**src/rtl/fir_src_pkg.sv**
```systemverilog
// Shared encodings and LFSR helpers for fir_sample_source.
// The LFSR constants are used only when FIR_SRC_LFSR_EN is defined.
package fir_src_pkg;

    localparam logic [1:0] MODE_RAMP    = 2'd0;
    localparam logic [1:0] MODE_IMPULSE = 2'd1;
    localparam logic [1:0] MODE_STEP    = 2'd2;
    localparam logic [1:0] MODE_LFSR    = 2'd3;

    typedef enum logic [1:0] {
        StIdle = 2'd0,
        StRun  = 2'd1,
        StDone = 2'd2
    } state_e;

    localparam logic [15:0] LFSR_SEED = 16'hACE1;

    // Polynomial taps 16,14,13,11 expressed as bit indices of the right-shifting register.
    localparam int unsigned LFSR_TAP_16 = 0;
    localparam int unsigned LFSR_TAP_14 = 2;
    localparam int unsigned LFSR_TAP_13 = 3;
    localparam int unsigned LFSR_TAP_11 = 5;

    function automatic logic [15:0] lfsr_next(input logic [15:0] l);
        logic fb;
        fb = l[LFSR_TAP_16] ^ l[LFSR_TAP_14] ^ l[LFSR_TAP_13] ^ l[LFSR_TAP_11];
        return {fb, l[15:1]};
    endfunction

endpackage

```
**src/rtl/fir_src_lfsr.sv**
```systemverilog
// 16-bit Fibonacci LFSR with seed load and advance enable.
// Only built when FIR_SRC_LFSR_EN is defined.
`ifdef FIR_SRC_LFSR_EN
module fir_src_lfsr (
    input  logic        clk,
    input  logic        rst,
    input  logic        seed_load,
    input  logic        advance,
    output logic [15:0] state
);
    import fir_src_pkg::*;

    logic [15:0] lfsr_d, lfsr_q;

    always_comb begin
        lfsr_d = lfsr_q;
        if (seed_load) begin
            lfsr_d = LFSR_SEED;
        end else if (advance) begin
            lfsr_d = lfsr_next(lfsr_q);
        end
    end

    always_ff @(posedge clk) begin
        if (rst) begin
            lfsr_q <= LFSR_SEED;
        end else begin
            lfsr_q <= lfsr_d;
        end
    end

    assign state = lfsr_q;

endmodule
`endif

```
**src/rtl/fir_sample_source.sv**
```systemverilog
// Burst sample generator (ramp/impulse/step/LFSR) feeding FIR din over valid/ready.
// Define FIR_SRC_LFSR_EN to build the pseudo-random mode; otherwise mode 3 emits zeros.
module fir_sample_source #(
    parameter int unsigned DW       = 5,
    parameter int unsigned RAMP_MAX = 9,
    parameter int unsigned CNT_W    = 16
) (
    input  logic             clk,
    input  logic             rst,
    input  logic             start,
    input  logic [1:0]       mode,
    input  logic [CNT_W-1:0] length,
    input  logic [DW-1:0]    amp,
    output logic [DW-1:0]    dout,
    output logic             dout_valid,
    input  logic             dout_ready,
    output logic             busy,
    output logic             done
);
    import fir_src_pkg::*;

    localparam logic [CNT_W-1:0] CntOne  = {{(CNT_W-1){1'b0}}, 1'b1};
    localparam logic [DW-1:0]    RampTop = DW'(RAMP_MAX);
    localparam logic [DW-1:0]    RampOne = {{(DW-1){1'b0}}, 1'b1};

    state_e           state_d, state_q;
    logic [1:0]       mode_d, mode_q;
    logic [CNT_W-1:0] len_d, len_q;
    logic [CNT_W-1:0] cnt_d, cnt_q;
    logic [DW-1:0]    amp_d, amp_q;
    logic [DW-1:0]    ramp_d, ramp_q;
    logic             first_d, first_q;
    logic             xfer;
    logic             accept;

    assign xfer   = (state_q == StRun) && dout_ready;
    assign accept = (state_q == StIdle) && start;

    always_comb begin
        state_d = state_q;
        mode_d  = mode_q;
        len_d   = len_q;
        cnt_d   = cnt_q;
        amp_d   = amp_q;
        ramp_d  = ramp_q;
        first_d = first_q;
        case (state_q)
            StIdle: begin
                if (start) begin
                    mode_d  = mode;
                    len_d   = length;
                    amp_d   = amp;
                    cnt_d   = '0;
                    ramp_d  = '0;
                    first_d = 1'b1;
                    state_d = (length == '0) ? StDone : StRun;
                end
            end
            StRun: begin
                // Every generator register advances only on an accepted transfer.
                if (xfer) begin
                    cnt_d   = cnt_q + CntOne;
                    ramp_d  = (ramp_q >= RampTop) ? '0 : ramp_q + RampOne;
                    first_d = 1'b0;
                    if (cnt_q == len_q - CntOne) begin
                        state_d = StDone;
                    end
                end
            end
            StDone: begin
                state_d = StIdle;
            end
            default: begin
                state_d = StIdle;
            end
        endcase
    end

    always_ff @(posedge clk) begin
        if (rst) begin
            state_q <= StIdle;
            mode_q  <= MODE_RAMP;
            len_q   <= '0;
            cnt_q   <= '0;
            amp_q   <= '0;
            ramp_q  <= '0;
            first_q <= 1'b0;
        end else begin
            state_q <= state_d;
            mode_q  <= mode_d;
            len_q   <= len_d;
            cnt_q   <= cnt_d;
            amp_q   <= amp_d;
            ramp_q  <= ramp_d;
            first_q <= first_d;
        end
    end

`ifdef FIR_SRC_LFSR_EN
    logic [15:0] lfsr_state;

    fir_src_lfsr u_lfsr (
        .clk       (clk),
        .rst       (rst),
        .seed_load (accept),
        .advance   (xfer),
        .state     (lfsr_state)
    );
`else
    logic unused_accept;
    assign unused_accept = accept;
`endif

    // dout is forced to 0 outside RUN so idle/done cycles never show stale data.
    always_comb begin
        dout = '0;
        if (state_q == StRun) begin
            case (mode_q)
                MODE_RAMP:    dout = ramp_q;
                MODE_IMPULSE: dout = first_q ? amp_q : '0;
                MODE_STEP:    dout = amp_q;
`ifdef FIR_SRC_LFSR_EN
                MODE_LFSR:    dout = lfsr_state[DW-1:0];
`else
                MODE_LFSR:    dout = '0;
`endif
                default:      dout = '0;
            endcase
        end
    end

    assign dout_valid = (state_q == StRun);
    assign busy       = (state_q == StRun);
    assign done       = (state_q == StDone);

endmodule

```
**config.mk**
```make
export PLATFORM = sky130hd
export DESIGN_NAME = fir_sample_source
export DESIGN_NICKNAME = d
export VERILOG_FILES = /design/src/rtl/fir_src_pkg.sv /design/src/rtl/fir_src_lfsr.sv /design/src/rtl/fir_sample_source.sv
export SDC_FILE = /design/constraint.sdc
export NUM_CORES = 1
export LEC_CHECK = 0
export ABC_AREA = 1
export BUFFER_PORTS_ARGS = -buffer_cell sky130_fd_sc_hd__buf_2
export CAP_MARGIN = 40
export CELL_PAD_IN_SITES_DETAIL_PLACEMENT = 0
export CELL_PAD_IN_SITES_GLOBAL_PLACEMENT = 2
export CORE_MARGIN = 2
export CORE_UTILIZATION = 34
export DETAILED_ROUTE_END_ITERATION = 10
export PLACE_DENSITY_LB_ADDON = 0.1
export SLEW_MARGIN = 30
export SYNTH_ARGS = -nofsm -noshare
export SYNTH_HDL_FRONTEND = slang
export SYNTH_SLANG_ARGS = --single-unit
```
**constraint.sdc**
```tcl
create_clock -name clk -period 2.69 [get_ports clk]
set_clock_uncertainty 0.1 [all_clocks]
set_input_delay 0.269 -clock clk [delete_from_list [all_inputs] [get_ports clk]]
set_output_delay 0.269 -clock clk [all_outputs]
set_load 0.01 [all_outputs]
```
==> results of run 1 <==
[area by class of cell]
class / instances / area, um2 / area share
multi-input cells: 310 / 1610 / 0.514
flip-flops and latches: 47 / 941 / 0.301
repair buffers: 36 / 185 / 0.0592
inverters: 44 / 165 / 0.0528
well taps: 102 / 128 / 0.0408
clock buffers: 8 / 100 / 0.0320
[per-stage QoR]
step | hold slack [ns] | utilization | instance area, um2 | instances | setup slack (ns)
finish | 0.0840 | 0.403 | 3130 | 547 | 0.784
CTS | 0.0790 | 0.403 | 3130 | 547 | 0.785
global placement | 0.363 | 0.390 | 3030 | 539 | 0.864
floorplan | 0.304 | - | 2750 | 410 | 1.04
global route | 0.0816 | 0.403 | 3130 | 547 | 0.536
detailed placement | 0.363 | 0.390 | 3030 | 539 | 0.806
[worst max-delay path, cell delays in order (launching register included)]
cell and delay [ns]:
sky130_fd_sc_hd__dfxtp_1 0.35, sky130_fd_sc_hd__inv_2 0.09, sky130_fd_sc_hd__ha_1 0.22, sky130_fd_sc_hd__nand3_2 0.16
sky130_fd_sc_hd__nor2_2 0.17, sky130_fd_sc_hd__nand2_1 0.07, sky130_fd_sc_hd__nand2_1 0.05, sky130_fd_sc_hd__nand2_1 0.05
sky130_fd_sc_hd__nor2_1 0.12, sky130_fd_sc_hd__nand2_1 0.07, sky130_fd_sc_hd__nor2_1 0.11, sky130_fd_sc_hd__nand2_1 0.09
sky130_fd_sc_hd__nand2_1 0.08, sky130_fd_sc_hd__a21oi_1 0.07
[how the worst min path moves through the flow]
stage	start	end	slack [ns]	cells after the start
detailed placement	mode_q[1]	mode_q[1]	0.36	2
finish	amp[4]	amp_q[4]	0.08	3
global route	amp[4]	amp_q[4]	0.08	3
CTS	amp[4]	amp_q[4]	0.08	3
global placement	mode_q[1]	mode_q[1]	0.36	2
floorplan	length[15]	len_q[15]	0.30	2
[power by group through the flow]
stage	combinational [uW]	clock, uW	sequential (uW)
6_report	454	473	788
5_1_grt	526	513	795
4_1_cts	462	491	789
3_5_place_dp	460	0	805
3_3_place_gp	459	0	805
2_1_floorplan	349	0	788
[cells in the final DEF, fill, tap and decap left out]
master and instances:
sky130_fd_sc_hd__nand2_2 7, sky130_fd_sc_hd__o22ai_1 1, sky130_fd_sc_hd__nor4_1 4, sky130_fd_sc_hd__and3b_1 1, sky130_fd_sc_hd__nor3_1 9, sky130_fd_sc_hd__clkbuf_1 1
sky130_fd_sc_hd__inv_1 35, sky130_fd_sc_hd__nand2_1 84, sky130_fd_sc_hd__dfxtp_1 47, sky130_fd_sc_hd__and2_1 2, sky130_fd_sc_hd__buf_2 34, sky130_fd_sc_hd__nand3b_1 7
sky130_fd_sc_hd__a2bb2oi_1 1, sky130_fd_sc_hd__clkinv_1 1, sky130_fd_sc_hd__and3_1 2, sky130_fd_sc_hd__nor2_2 8, sky130_fd_sc_hd__nand3_1 18, sky130_fd_sc_hd__nor2_4 8
sky130_fd_sc_hd__clkbuf_8 7, sky130_fd_sc_hd__nand2_8 1, sky130_fd_sc_hd__a21oi_1 29, sky130_fd_sc_hd__ha_1 4, sky130_fd_sc_hd__o21ai_0 38, sky130_fd_sc_hd__nor2_1 61
sky130_fd_sc_hd__nand2_4 1, sky130_fd_sc_hd__xor2_1 8, sky130_fd_sc_hd__nor3_2 1, sky130_fd_sc_hd__nand3_2 2, sky130_fd_sc_hd__xnor2_1 6, sky130_fd_sc_hd__a211oi_1 4
sky130_fd_sc_hd__inv_2 8, sky130_fd_sc_hd__buf_4 2, sky130_fd_sc_hd__nand4_1 2, sky130_fd_sc_hd__a31oi_1 1
[registers in the layout (all words and copies together) (netlist names)]
signal and count:
first_q 1, mode_q 2, len_q 16, state_q 2, cnt_q 16, amp_q 5, ramp_q 5
[cells by family after synthesis]
kind of cell / synth area share
AO/OA/AOI/OAI: 0.140
flip-flops: 0.342
buffers and inverters: 0.0741
AND/OR/NAND/NOR: 0.381
XOR/XNOR: 0.0445
adder cells (fa/ha/maj): 0.0182
[routing by layer]
layer | wire [um] | up-vias
met4 | 79 | 0
li1 | - | 1396
met5 | 0 | -
met1 | 3570 | 1150
met3 | 264 | 5
met2 | 3290 | 43
==> report_table.html, run 1 <==
<table>
<tr><th>Metric</th><th>Value</th></tr>
<tr><th colspan="2">Timing</th></tr>
<tr><td>Max-slew violation total from the final report</td><td>0</td></tr>
<tr><td>Share of the clock period used by the worst path after layout</td><td>0.708</td></tr>
<tr><td>Final Setup Violations</td><td>0</td></tr>
<tr><td>Total negative slack</td><td>0 ns</td></tr>
<tr><td>Final Hold Fails</td><td>0</td></tr>
<tr><td>Transition at the pin with the smallest max-transition slack</td><td>approximately 0.66 ns</td></tr>
<tr><td>Max_slew headroom</td><td>0.556</td></tr>
<tr><td>Final critical path time including I/O delays and setup</td><td>about 1.9 ns</td></tr>
<tr><td>Setup repair after global routing missed its margin</td><td>no</td></tr>
<tr><td>F_max</td><td>approximately 0.52 GHz</td></tr>
<tr><th colspan="2">Yosys</th></tr>
<tr><td>Async set-reset flop share out of synthesis</td><td>0</td></tr>
<tr><td>Synthesized instance count</td><td>410</td></tr>
<tr><td>Largest cells by area after synthesis</td><td>sky130_fd_sc_hd__dfxtp_1, sky130_fd_sc_hd__nand2_1, sky130_fd_sc_hd__nor2_1</td></tr>
<tr><td>Post-Synthesis Net Count</td><td>approximately 440</td></tr>
<tr><td>Register bit count reported by yosys</td><td>between 40 and 50</td></tr>
<tr><td>Synth area leader</td><td>sky130_fd_sc_hd__dfxtp_1</td></tr>
<tr><td>Post-synth design cell area</td><td>~2800 um2</td></tr>
<tr><td>Post-synthesis cell type count</td><td>34</td></tr>
<tr><td>Number of enable-type register cells in the synthesized netlist</td><td>0</td></tr>
<tr><td>Top cells by count, synth</td><td>sky130_fd_sc_hd__nand2_1, sky130_fd_sc_hd__nor2_1, sky130_fd_sc_hd__dfxtp_1, sky130_fd_sc_hd__o21ai_0, sky130_fd_sc_hd__inv_1</td></tr>
<tr><td>Post-synth top flop</td><td>sky130_fd_sc_hd__dfxtp_1</td></tr>
<tr><td>Post-synthesis area per instance</td><td>approximately 6.7 um2</td></tr>
<tr><td>Number of warnings reported in the yosys synthesis log</td><td>0</td></tr>
<tr><td>Sequential element share of the synthesized area</td><td>0.342</td></tr>
<tr><td>Leading cell type by number of instances after synthesis</td><td>sky130_fd_sc_hd__nand2_1</td></tr>
<tr><td>Post-synth top area share</td><td>0.342</td></tr>
<tr><th colspan="2">Clock tree</th></tr>
<tr><td>CTS Hold Buffers Added</td><td>0</td></tr>
<tr><td>Clock input transition at the sequential cells of the worst setup and hold paths</td><td>about 0.09 ns</td></tr>
<tr><td>Setup Fix Bufs, Post-CTS</td><td>0</td></tr>
<tr><td>Buffer depth of the longest clock path</td><td>2</td></tr>
<tr><td>Latest clock arrival within the worst-skew pair</td><td>approximately 0.30 ns</td></tr>
<tr><td>Clock Tree Root</td><td>sky130_fd_sc_hd__clkbuf_8</td></tr>
<tr><td>TritonCTS Buffers</td><td>5</td></tr>
<tr><td>Number of clock sinks</td><td>between 40 and 50</td></tr>
<tr><td>Total of cells resized after clock tree synthesis</td><td>0</td></tr>
<tr><td>Clock tree from TritonCTS</td><td>built</td></tr>
<tr><td>Level count of the clock H-tree</td><td>2</td></tr>
<tr><th colspan="2">Routing</th></tr>
<tr><td>Post-DR wirelength/cell</td><td>13.2 um</td></tr>
<tr><td>Post-route DRC violation count</td><td>0</td></tr>
<tr><td>Antenna-violating nets left</td><td>0</td></tr>
<tr><td>Total iterations of the first detailed-routing run</td><td>4</td></tr>
<tr><td>Violation count after the first detailed-route iteration</td><td>102</td></tr>
<tr><td>Total number of vias</td><td>about 2600</td></tr>
<tr><td>Total routed wirelength</td><td>approximately 7000 um</td></tr>
<tr><td>Vias per cell</td><td>roughly 4.7</td></tr>
<tr><th colspan="2">Setup path</th></tr>
<tr><td>Worst Setup Start Kind</td><td>register</td></tr>
<tr><td>Reg2Reg Depth</td><td>13</td></tr>
<tr><td>Endpoint arrival time on the critical path</td><td>approximately 2.0 ns</td></tr>
<tr><td>Critical Path Fanout Max</td><td>3</td></tr>
<tr><td>WS Path Type</td><td>reg2reg</td></tr>
<tr><td>Reg2Reg Setup Slack</td><td>~0.8 ns</td></tr>
<tr><td>FF-to-FF End</td><td>state_q[0]</td></tr>
<tr><td>Capture point of the worst path</td><td>state_q[0]</td></tr>
<tr><td>Worst setup startpoint</td><td>len_q[0]</td></tr>
<tr><td>Critical register-to-register path startpoint</td><td>len_q[0]</td></tr>
<tr><td>Kind of capture point of the worst setup path</td><td>register</td></tr>
<tr><td>Required time at the worst-slack endpoint</td><td>about 2.8 ns</td></tr>
<tr><th colspan="2">Global routing</th></tr>
<tr><td>Number of antenna violations at the first check in global routing</td><td>0</td></tr>
<tr><td>GR Util met2</td><td>0.295</td></tr>
<tr><td>Largest net degree at the start of global routing</td><td>34</td></tr>
<tr><td>Wire length of the first global-routing pass</td><td>around 12000 um</td></tr>
<tr><td>Global route total overflow</td><td>0</td></tr>
<tr><td>Most crowded layer after global routing</td><td>met2</td></tr>
<tr><td>Grt met1 use</td><td>0.237</td></tr>
<tr><td>Total track usage</td><td>0.177</td></tr>
<tr><td>Number of global-route vias before repair</td><td>between 2000 and 3000</td></tr>
<tr><td>GR Util met3</td><td>0.0305</td></tr>
<tr><th colspan="2">Final layout</th></tr>
<tr><td>Fill cell count</td><td>884</td></tr>
<tr><td># nets final</td><td>between 400 and 500</td></tr>
<tr><td>Count of inserted antenna diode cells</td><td>0</td></tr>
<tr><td>Share of final-layout standard cells stronger than drive strength 1</td><td>0.178</td></tr>
<tr><td>Area added between synthesis and finish</td><td>13.6%</td></tr>
<tr><th colspan="2">Floorplan</th></tr>
<tr><td>Die W</td><td>between 90 and 100 um</td></tr>
<tr><td>Initial Util</td><td>0.354</td></tr>
<tr><td>Std cell rows</td><td>32</td></tr>
<tr><td>Die Outline Area</td><td>roughly 8800 um2</td></tr>
<tr><td>Vertical die dimension</td><td>about 94 um</td></tr>
<tr><td>Area inside the core boundary</td><td>~7800 um2</td></tr>
<tr><td>Top-level I/O count</td><td>35</td></tr>
<tr><th colspan="2">Placement</th></tr>
<tr><td>HPWL after detailed placement</td><td>around 5700 um</td></tr>
<tr><td>Last weighted congestion value of the routability-driven placer</td><td>0.784</td></tr>
<tr><td>Number of buffers added on ports</td><td>34</td></tr>
<tr><th colspan="2">Power</th></tr>
<tr><td>Switching share of power</td><td>0.337</td></tr>
<tr><td>Leakage</td><td>0.00139 uW</td></tr>
<tr><td>Overall Power</td><td>around 1700 uW</td></tr>
<tr><td>Gate power share</td><td>0.265</td></tr>
<tr><td>Largest voltage drop on the vdd net</td><td>between 0.0002 and 0.0003 V</td></tr>
<tr><td>Proportion of power drawn by the clock network</td><td>0.276</td></tr>
<tr><td>Reg power frac</td><td>0.459</td></tr>
<tr><td>Switching Power</td><td>a little under 600 uW</td></tr>
<tr><td>Cell Int Power</td><td>between 1000 and 1500 uW</td></tr>
<tr><td>Power density over the cells</td><td>~550 nW/um2</td></tr>
<tr><th colspan="2">Outcome</th></tr>
<tr><td>Result of the run</td><td>completed</td></tr>
<tr><th colspan="2">Run</th></tr>
<tr><td>Max-capacitance violation count</td><td>0</td></tr>
<tr><th colspan="2">Worst hold path</th></tr>
<tr><td>Hold Path Class</td><td>in2reg</td></tr>
</table>
Power figures use the tool's default switching activity.
==> inputs of run 2 (changes only) <==
Settings changed: CORE_UTILIZATION 34 to 32.
Clock period 2.69 ns to 1.8 ns, I/O delays scaled along.
==> report_table.html, run 2 (same netlist as run 1, synthesis figures left out) <==
<table>
<tr><th>Metric</th><th>Value</th></tr>
<tr><th colspan="2">Routing</th></tr>
<tr><td>Antenna-violating nets left</td><td>0 (unchanged)</td></tr>
<tr><td>Post-route DRC violation count</td><td>0 (unchanged)</td></tr>
<tr><td>Vias per cell</td><td>4.69 (-1.1%)</td></tr>
<tr><td>Total number of vias</td><td>2688 (+3.6%)</td></tr>
<tr><td>Post-DR wirelength/cell</td><td>13.0 um (-0.99%)</td></tr>
<tr><td>Total routed wirelength</td><td>7480 um (+3.7%)</td></tr>
<tr><td>Total iterations of the first detailed-routing run</td><td>5 (+1)</td></tr>
<tr><td>Violation count after the first detailed-route iteration</td><td>68 (-33%)</td></tr>
<tr><th colspan="2">Timing</th></tr>
<tr><td>Final Setup Violations</td><td>0 (unchanged)</td></tr>
<tr><td>Worst hold margin</td><td>0.00179 ns (-0.0822 ns)</td></tr>
<tr><td>Final Hold Fails</td><td>0 (unchanged)</td></tr>
<tr><td>Max_slew headroom</td><td>0.683 (+0.127)</td></tr>
<tr><td>Transition at the pin with the smallest max-transition slack</td><td>0.471 ns (-0.194 ns)</td></tr>
<tr><td>Setup slack of the critical path after layout</td><td>0.0745 ns (-0.710 ns)</td></tr>
<tr><td>Max-slew violation total from the final report</td><td>0 (unchanged)</td></tr>
<tr><td>Setup repair after global routing missed its margin</td><td>yes</td></tr>
<tr><td>Share of the clock period used by the worst path after layout</td><td>0.959 (+0.250)</td></tr>
<tr><td>Final critical path time including I/O delays and setup</td><td>1.73 ns (-0.180 ns)</td></tr>
<tr><td>F_max</td><td>0.580 GHz (+10%)</td></tr>
<tr><th colspan="2">Power</th></tr>
<tr><td>Reg power frac</td><td>0.437 (-0.022)</td></tr>
<tr><td>Proportion of power drawn by the clock network</td><td>0.260 (-0.016)</td></tr>
<tr><td>Largest voltage drop on the vdd net</td><td>0.000307 V (+23%)</td></tr>
<tr><td>Switching share of power</td><td>0.342 (+0.00489)</td></tr>
<tr><td>Cell Int Power</td><td>1790 uW (+58%)</td></tr>
<tr><td>Power density over the cells</td><td>791 nW/um2 (+44%)</td></tr>
<tr><td>Switching Power</td><td>933 uW (+61%)</td></tr>
<tr><td>Gate power share</td><td>0.303 (+0.038)</td></tr>
<tr><td>Leakage</td><td>0.00153 uW (+9.9%)</td></tr>
<tr><th colspan="2">Clock tree</th></tr>
<tr><td>Latest clock arrival within the worst-skew pair</td><td>0.30 ns (about the same)</td></tr>
<tr><td>Level count of the clock H-tree</td><td>2 (unchanged)</td></tr>
<tr><td>Buffer depth of the longest clock path</td><td>2 (unchanged)</td></tr>
<tr><td>Clock tree from TritonCTS</td><td>built</td></tr>
<tr><td>TritonCTS Buffers</td><td>5 (unchanged)</td></tr>
<tr><td>Clock Tree Root</td><td>sky130_fd_sc_hd__clkbuf_8</td></tr>
<tr><td>Clock input transition at the sequential cells of the worst setup and hold paths</td><td>0.09 ns (about the same)</td></tr>
<tr><td>Number of clock sinks</td><td>47 (unchanged)</td></tr>
<tr><th colspan="2">Floorplan</th></tr>
<tr><td>Vertical die dimension</td><td>96.7 um (+2.9%)</td></tr>
<tr><td>Die W</td><td>96.7 um (+2.9%)</td></tr>
<tr><td>Initial Util</td><td>0.333 (-0.0210)</td></tr>
<tr><td>Std cell rows</td><td>33 (+3.1%)</td></tr>
<tr><td>Area inside the core boundary</td><td>8260 um2 (+6.3%)</td></tr>
<tr><td>Die Outline Area</td><td>9360 um2 (+6.0%)</td></tr>
<tr><td>Top-level I/O count</td><td>35 (unchanged)</td></tr>
<tr><th colspan="2">Placement</th></tr>
<tr><td>Worst Setup Slack post-DPL</td><td>-0.0437 ns (-0.850 ns)</td></tr>
<tr><td>Number of buffers added on ports</td><td>34 (unchanged)</td></tr>
<tr><td>Last weighted congestion value of the routability-driven placer</td><td>0.815 (+4.1%)</td></tr>
<tr><td>HPWL after detailed placement</td><td>5800 um (+2.0%)</td></tr>
<tr><th colspan="2">Setup path</th></tr>
<tr><td>Most frequent cell on the critical path</td><td>sky130_fd_sc_hd__nand2_2</td></tr>
<tr><td>Worst Setup Start Kind</td><td>register</td></tr>
<tr><td>Worst setup startpoint</td><td>len_q[1]</td></tr>
<tr><td>Slowest cell on crit path</td><td>sky130_fd_sc_hd__dfxtp_2</td></tr>
<tr><td>Kind of capture point of the worst setup path</td><td>register</td></tr>
<tr><td>Endpoint arrival time on the critical path</td><td>1.83 ns (-0.17 ns)</td></tr>
<tr><td>WS Path Type</td><td>reg2reg</td></tr>
<tr><td>Required time at the worst-slack endpoint</td><td>1.90 ns (-0.88 ns)</td></tr>
<tr><td>Critical register-to-register path startpoint</td><td>len_q[1]</td></tr>
<tr><td>Cells along the critical path</td><td>inv_2 &gt; ha_4 &gt; buf_4 &gt; xnor2_1 &gt; xor2_1 &gt; nand4_1 &gt; nor2_2 &gt; nand2_2 &gt; nand2_2 &gt; a21oi_1</td></tr>
<tr><td>Critical Path Fanout Max</td><td>3 (unchanged)</td></tr>
<tr><td>CP max stage delay</td><td>0.35 ns (about the same)</td></tr>
<tr><th colspan="2">Outcome</th></tr>
<tr><td>Result of the run</td><td>completed</td></tr>
<tr><th colspan="2">Final layout</th></tr>
<tr><td># nets final</td><td>498 (+4.8%)</td></tr>
<tr><td>Commonest non-fill, non-tap cell in the layout</td><td>sky130_fd_sc_hd__nand2_1</td></tr>
<tr><td>Count of inserted antenna diode cells</td><td>0 (unchanged)</td></tr>
<tr><td>Most used cells in the layout excluding fill and tap cells</td><td>sky130_fd_sc_hd__nand2_1, sky130_fd_sc_hd__nor2_1, sky130_fd_sc_hd__o21ai_0</td></tr>
<tr><td>Share of final-layout standard cells stronger than drive strength 1</td><td>0.265 (+0.0874)</td></tr>
<tr><td>Registers with the most flip-flops</td><td>cnt_q (16), len_q (16)</td></tr>
<tr><td>Area added between synthesis and finish</td><td>25.3%</td></tr>
<tr><th colspan="2">Global routing</th></tr>
<tr><td>Global route total overflow</td><td>0 (unchanged)</td></tr>
<tr><td>Total track usage</td><td>0.163 (-0.0145)</td></tr>
<tr><td>Largest net degree at the start of global routing</td><td>34 (unchanged)</td></tr>
<tr><td>Number of antenna violations at the first check in global routing</td><td>0 (unchanged)</td></tr>
<tr><td>Number of global-route vias before repair</td><td>2599 (+2.0%)</td></tr>
<tr><td>Wire length of the first global-routing pass</td><td>12600 um (+3.2%)</td></tr>
<tr><th colspan="2">Worst hold path</th></tr>
<tr><td>Hold Path Origin</td><td>amp[2]</td></tr>
<tr><td>Hold Path Class</td><td>in2reg</td></tr>
<tr><th colspan="2">Run</th></tr>
<tr><td>Max-capacitance violation count</td><td>0 (unchanged)</td></tr>
</table>
## run 2: changes by cell type in the layout (fill, tap and decap cells not counted), sizes merged
cell	before	now
buf	36	55
dlygate4sd3	0	4
## run 2: final timing paths
check / end / slack (ns) / cells after the start
setup / recovery: state_q[0] / 0.07 / 10
hold / removal: amp_q[2] / 0.002 / 3
setup reg to reg: state_q[0] / 0.07 / 10
hold reg to reg: first_q / 0.37 / 2
## run 2: cell type report
class	instances	area, um2
Inverter	44	168
Timing Repair Buffer	59	368
Fill cell	919	4810
Clock buffer	8	100
Tap cell	105	131
Multi-Input combinational cell	310	1730
Sequential cell	47	956
## run 2: timing repair
item                       CTS  global route
setup buffers                0             7
setup endpoints to repair    2            10
gates resized for setup      2            40
hold endpoints to repair     4             0
pin swaps                    1            19
hold buffers                 4             0
## run 2: per-stage QoR
stage	cell area, um2	utilization	total power, uW	TNS (ns)	std cells
2_1_floorplan	2750	-	1700	0	410
3_3_place_gp	3120	0.378	1930	0	554
3_5_place_dp	3120	0.378	1930	-0.0838	554
4_1_cts	3270	0.396	2660	0	566
5_1_grt	3450	0.418	2930	-0.132	573
6_report	3450	0.418	2730	0	573
## run 2: critical path, delay by kind of cell, from the launching register on
family / cells / cell delay, ns
AO/OA/AOI/OAI: 1 / 0.06
XOR/XNOR: 2 / 0.35
adder cells (fa/ha/maj): 1 / 0.17
buffers and inverters: 2 / 0.18
flip-flops: 1 / 0.35
AND/OR/NAND/NOR: 4 / 0.41
## run 2: per-layer routing
metal | vias to the layer above | GRT usage | wire length [um]
li1 | 1438 | - | -
met5 | - | 0 | 0
met2 | 29 | 0.270 | 3530
met1 | 1214 | 0.224 | 3680
met4 | 0 | 0.0390 | 77
met3 | 7 | 0.0224 | 183
## run 2: power by group through the flow
stage          clock (uW)  sequential (uW)  combinational, uW
6_report              710             1190                825
5_1_grt               777             1200                945
4_1_cts               743             1180                742
3_5_place_dp            0             1200                726
3_3_place_gp            0             1200                726
2_1_floorplan           0             1180                522
==> inputs of run 3 (changes only) <==
Settings changed: ABC_AREA 1 to default, CAP_MARGIN 40 to default, CORE_UTILIZATION 32 to 33, SYNTH_HIERARCHICAL from default to 1.
==> report_table.html, run 3 <==
<table>
<tr><th>Metric</th><th>Value</th></tr>
<tr><th colspan="2">Outcome</th></tr>
<tr><td>Result of the run</td><td>complete, but fails checks</td></tr>
<tr><td>Failing checks</td><td>negative setup slack</td></tr>
<tr><th colspan="2">Run</th></tr>
<tr><td>Max-capacitance violation count</td><td>0 (unchanged)</td></tr>
<tr><th colspan="2">Placement</th></tr>
<tr><td>Number of buffers added on ports</td><td>34 (unchanged)</td></tr>
<tr><td>Cell Area, Placed</td><td>3230 um2 (+3.5%)</td></tr>
<tr><td>Worst Setup Slack post-DPL</td><td>-0.353 ns (-0.309 ns)</td></tr>
<tr><td>Last weighted congestion value of the routability-driven placer</td><td>0.827 (+1.4%)</td></tr>
<tr><td>Cell count after placement</td><td>504 (-9.0%)</td></tr>
<tr><td>HPWL after detailed placement</td><td>5330 um (-8.1%)</td></tr>
<tr><th colspan="2">Yosys</th></tr>
<tr><td>Async set-reset flop share out of synthesis</td><td>0 (unchanged)</td></tr>
<tr><td>Post-synth top area share</td><td>0.365 (+0.0231)</td></tr>
<tr><td>Sequential element share of the synthesized area</td><td>0.365 (+0.0231)</td></tr>
<tr><td>Top cells by count, synth</td><td>sky130_fd_sc_hd__nand2_1, sky130_fd_sc_hd__dfxtp_1, sky130_fd_sc_hd__a21oi_1, sky130_fd_sc_hd__nor2_1, sky130_fd_sc_hd__xor2_1</td></tr>
<tr><td>Register bit count reported by yosys</td><td>47 (unchanged)</td></tr>
<tr><td>Post-synth design cell area</td><td>2580 um2 (-6.3%)</td></tr>
<tr><td>Number of enable-type register cells in the synthesized netlist</td><td>0 (unchanged)</td></tr>
<tr><td>Share of synthesized cell area in and, or, nand and nor gates</td><td>0.302 (-0.0791)</td></tr>
<tr><td>Mux contribution to synthesized area</td><td>0.0277 (+0.0277)</td></tr>
<tr><td>Leading cell type by number of instances after synthesis</td><td>sky130_fd_sc_hd__nand2_1</td></tr>
<tr><td>Synthesized-area fraction occupied by xor and xnor cells</td><td>0.0883 (+0.0438)</td></tr>
<tr><td>Share of synthesized cell area in full adder, half adder and majority cells</td><td>0.0194 (+0.00123)</td></tr>
<tr><td>Post-synthesis area per instance</td><td>7.67 um2 (+14%)</td></tr>
<tr><td>Synthesized instance count</td><td>336 (-18%)</td></tr>
<tr><td>Post-Synthesis Net Count</td><td>367 (-17%)</td></tr>
<tr><td>Largest cells by area after synthesis</td><td>sky130_fd_sc_hd__dfxtp_1, sky130_fd_sc_hd__nand2_1, sky130_fd_sc_hd__a21oi_1</td></tr>
<tr><td>Post-synth top flop</td><td>sky130_fd_sc_hd__dfxtp_1</td></tr>
<tr><td>Compound-Gate Fraction of Synth Area</td><td>0.151 (+0.0109)</td></tr>
<tr><td>Post-synthesis cell type count</td><td>44 (+29%)</td></tr>
<tr><td>Synth area leader</td><td>sky130_fd_sc_hd__dfxtp_1</td></tr>
<tr><td>Largest family of logic cells by synthesized area</td><td>simple AND/OR/NAND/NOR gates</td></tr>
<tr><td>Number of warnings reported in the yosys synthesis log</td><td>6 (+6)</td></tr>
<tr><th colspan="2">Setup path</th></tr>
<tr><td>Worst Setup Start Kind</td><td>register</td></tr>
<tr><td>WS Path Type</td><td>reg2reg</td></tr>
<tr><td>Cells along the critical path</td><td>nor4_4 &gt; buf_4 &gt; nand3_4 &gt; mux2_4 &gt; mux2i_1 &gt; o22a_1 &gt; and4bb_2 &gt; o21a_1</td></tr>
<tr><td>Kind of capture point of the worst setup path</td><td>register</td></tr>
<tr><td>Reg2Reg Depth</td><td>8 (-2)</td></tr>
<tr><td>Count of buffering cells on the critical path with inverters included</td><td>1 (-1)</td></tr>
<tr><td>CP max stage delay</td><td>0.35 ns (about the same)</td></tr>
<tr><td>Required time at the worst-slack endpoint</td><td>1.90 ns (about the same)</td></tr>
<tr><td>Critical register-to-register path startpoint</td><td>len_q[3]</td></tr>
<tr><td>Reg2Reg Setup Slack</td><td>-0.34 ns (-0.41 ns)</td></tr>
<tr><td>Endpoint arrival time on the critical path</td><td>2.23 ns (+0.40 ns)</td></tr>
<tr><td>Slowest cell on crit path</td><td>sky130_fd_sc_hd__dfxtp_2</td></tr>
<tr><td>Critical Path Fanout Max</td><td>3 (unchanged)</td></tr>
<tr><td>Top delay family on crit path</td><td>simple AND/OR/NAND/NOR gates</td></tr>
<tr><td>FF-to-FF End</td><td>state_q[1]</td></tr>
<tr><th colspan="2">Floorplan</th></tr>
<tr><td>Initial Util</td><td>0.337 (+0.00387)</td></tr>
<tr><td>Vertical die dimension</td><td>92.4 um (-4.5%)</td></tr>
<tr><td>Die Outline Area</td><td>8540 um2 (-8.8%)</td></tr>
<tr><td>Top-level I/O count</td><td>35 (unchanged)</td></tr>
<tr><td>Std cell rows</td><td>32 (-3.0%)</td></tr>
<tr><td>Die W</td><td>92.4 um (-4.5%)</td></tr>
<tr><td>Area inside the core boundary</td><td>7650 um2 (-7.4%)</td></tr>
<tr><th colspan="2">Final layout</th></tr>
<tr><td>Count of inserted antenna diode cells</td><td>0 (unchanged)</td></tr>
<tr><td>Number of cells in the finished layout apart from fillers</td><td>524 (-8.6%)</td></tr>
<tr><td>Commonest non-fill, non-tap cell in the layout</td><td>sky130_fd_sc_hd__nand2_1</td></tr>
<tr><td>Share of final-layout standard cells stronger than drive strength 1</td><td>0.339 (+0.0739)</td></tr>
<tr><td># nets final</td><td>452 (-9.2%)</td></tr>
<tr><td>Area added between synthesis and finish</td><td>38.5%</td></tr>
<tr><td>Registers with the most flip-flops</td><td>cnt_q (16), len_q (16)</td></tr>
<tr><td>Fill cell count</td><td>793 (-14%)</td></tr>
<tr><td>Share of the core filled with cells</td><td>0.467 (+0.0494)</td></tr>
<tr><td>Most used cells in the layout excluding fill and tap cells</td><td>sky130_fd_sc_hd__nand2_1, sky130_fd_sc_hd__buf_4, sky130_fd_sc_hd__a21oi_1</td></tr>
<tr><td>Finished Cell Area</td><td>3570 um2 (+3.6%)</td></tr>
<tr><th colspan="2">Routing</th></tr>
<tr><td>Violation count after the first detailed-route iteration</td><td>81 (+19%)</td></tr>
<tr><td>Antenna-violating nets left</td><td>0 (unchanged)</td></tr>
<tr><td>Vias per cell</td><td>4.89 (+4.2%)</td></tr>
<tr><td>Total iterations of the first detailed-routing run</td><td>4 (-1)</td></tr>
<tr><td>Post-DR wirelength/cell</td><td>13.8 um (+5.4%)</td></tr>
<tr><td>Post-route DRC violation count</td><td>0 (unchanged)</td></tr>
<tr><td>Total routed wirelength</td><td>7210 um (-3.6%)</td></tr>
<tr><td>Total number of vias</td><td>2561 (-4.7%)</td></tr>
<tr><th colspan="2">Timing</th></tr>
<tr><td>Setup slack of the critical path after layout</td><td>-0.336 ns (-0.410 ns)</td></tr>
<tr><td>Max-slew violation total from the final report</td><td>0 (unchanged)</td></tr>
<tr><td>Share of the clock period used by the worst path after layout</td><td>1.19 (+0.228)</td></tr>
<tr><td>Total negative slack</td><td>-1.07 ns (-1.07 ns)</td></tr>
<tr><td>Final Setup Violations</td><td>8 (+8)</td></tr>
<tr><td>F_max</td><td>0.468 GHz (-19%)</td></tr>
<tr><td>Setup repair after global routing missed its margin</td><td>yes</td></tr>
<tr><td>Final critical path time including I/O delays and setup</td><td>2.14 ns (+0.410 ns)</td></tr>
<tr><td>Final Hold Fails</td><td>0 (unchanged)</td></tr>
<tr><td>Max_slew headroom</td><td>0.686 (+0.00262)</td></tr>
<tr><td>Transition at the pin with the smallest max-transition slack</td><td>0.471 ns (+0.000413 ns)</td></tr>
<tr><th colspan="2">Power</th></tr>
<tr><td>Largest voltage drop on the vdd net</td><td>0.000362 V (+18%)</td></tr>
<tr><td>Leakage</td><td>0.00147 uW (-3.9%)</td></tr>
<tr><td>Switching share of power</td><td>0.292 (-0.0504)</td></tr>
<tr><td>Switching Power</td><td>682 uW (-27%)</td></tr>
<tr><td>Cell Int Power</td><td>1660 uW (-7.7%)</td></tr>
<tr><td>Power density over the cells</td><td>655 nW/um2 (-17%)</td></tr>
<tr><td>Proportion of power drawn by the clock network</td><td>0.267 (+0.007)</td></tr>
<tr><td>Reg power frac</td><td>0.480 (+0.043)</td></tr>
<tr><td>Gate power share</td><td>0.254 (-0.049)</td></tr>
<tr><th colspan="2">Clock tree</th></tr>
<tr><td>Buffer depth of the longest clock path</td><td>2 (unchanged)</td></tr>
<tr><td>Clock tree from TritonCTS</td><td>built</td></tr>
<tr><td>Clock Tree Root</td><td>sky130_fd_sc_hd__clkbuf_8</td></tr>
<tr><td>Clock input transition at the sequential cells of the worst setup and hold paths</td><td>0.09 ns (about the same)</td></tr>
<tr><td>Latest clock arrival within the worst-skew pair</td><td>0.30 ns (about the same)</td></tr>
<tr><td>TritonCTS Buffers</td><td>5 (unchanged)</td></tr>
<tr><td>Number of clock sinks</td><td>47 (unchanged)</td></tr>
<tr><td>Level count of the clock H-tree</td><td>2 (unchanged)</td></tr>
<tr><th colspan="2">Worst hold path</th></tr>
<tr><td>Hold Path Origin</td><td>amp[1]</td></tr>
<tr><td>End of the worst hold path</td><td>amp_q[1]</td></tr>
<tr><td>Hold Path Class</td><td>in2reg</td></tr>
<tr><td>Hold-critical path depth</td><td>3 (unchanged)</td></tr>
<tr><th colspan="2">Global routing</th></tr>
<tr><td>Number of global-route vias before repair</td><td>2576 (-0.88%)</td></tr>
<tr><td>Largest net degree at the start of global routing</td><td>26 (-24%)</td></tr>
<tr><td>Global route total overflow</td><td>0 (unchanged)</td></tr>
<tr><td>Number of antenna violations at the first check in global routing</td><td>0 (unchanged)</td></tr>
<tr><td>Total track usage</td><td>0.180 (+0.0171)</td></tr>
<tr><td>Wire length of the first global-routing pass</td><td>12300 um (-2.2%)</td></tr>
</table>
[run 3: tightest hold or removal path: cells and delay by family]
| kind | cells | cell delay [ns] |
|---|---|---|
| AOI/OAI and AO/OA | 1 | 0.05 |
| buffers and inverters | 1 | 0.10 |
| and+or+nand+nor | 1 | 0.05 |
[run 3: power by group through the flow]
stage	clock [uW]	sequential [uW]	combinational [uW]
finish	624	1120	594
global route	691	1130	656
CTS	658	1120	548
detailed placement	0	1140	508
global placement	0	1140	507
floorplan	0	1140	315
[run 3: per-layer routing]
layer	global-route usage	routed length, um	vias up
met3	0.0269	149	2
met4	0.0373	34	0
li1	-	-	1334
met1	0.222	3320	1206
met5	0	0	-
met2	0.330	3700	19
[run 3: cells by family after synthesis]
family	after synthesis
xor+xnor	26
compound gates	69
flops	47
buf+inv	26
simple gates	157
fa+ha+maj	4
mux	7
[run 3: layout make-up]
cell class              count  area, um2  share of cell area
well taps                 102        128              0.0357
repair buffers             97        681               0.191
clock inverters             3       15.0             0.00420
flip-flops and latches     47        951               0.266
multi-input cells         264       1710               0.478
clock buffers               5       68.8              0.0193
inverters                   6       22.5             0.00630
[run 3: worst max-delay path by stage]
| stage | startpoint | to | depth (start not counted) |
|---|---|---|---|
| CTS | len_q[6] | state_q[0] | 8 |
| detailed placement | len_q[6] | state_q[0] | 7 |
| global route | len_q[3] | state_q[0] | 8 |
| floorplan | state_q[0] | cnt_q[8] | 9 |
| global placement | len_q[6] | state_q[0] | 7 |
| finish | len_q[3] | state_q[1] | 8 |
[run 3: metrics by stage]
step	power [uW]	hold slack (ns)
5_1_grt	2480	0.0144
4_1_cts	2330	0.00355
6_report	2340	0.0108
2_1_floorplan	1450	0.188
3_3_place_gp	1650	0.322
3_5_place_dp	1650	0.328
[run 3: what timing repair did]
action,4_1_cts,5_1_grt
gates cloned,1,0
pin swaps,10,17
hold buffers,4,0
setup buffers,4,3
endpoints found under the hold margin,4,0
gates resized for setup,13,26
setup endpoints to repair,13,22
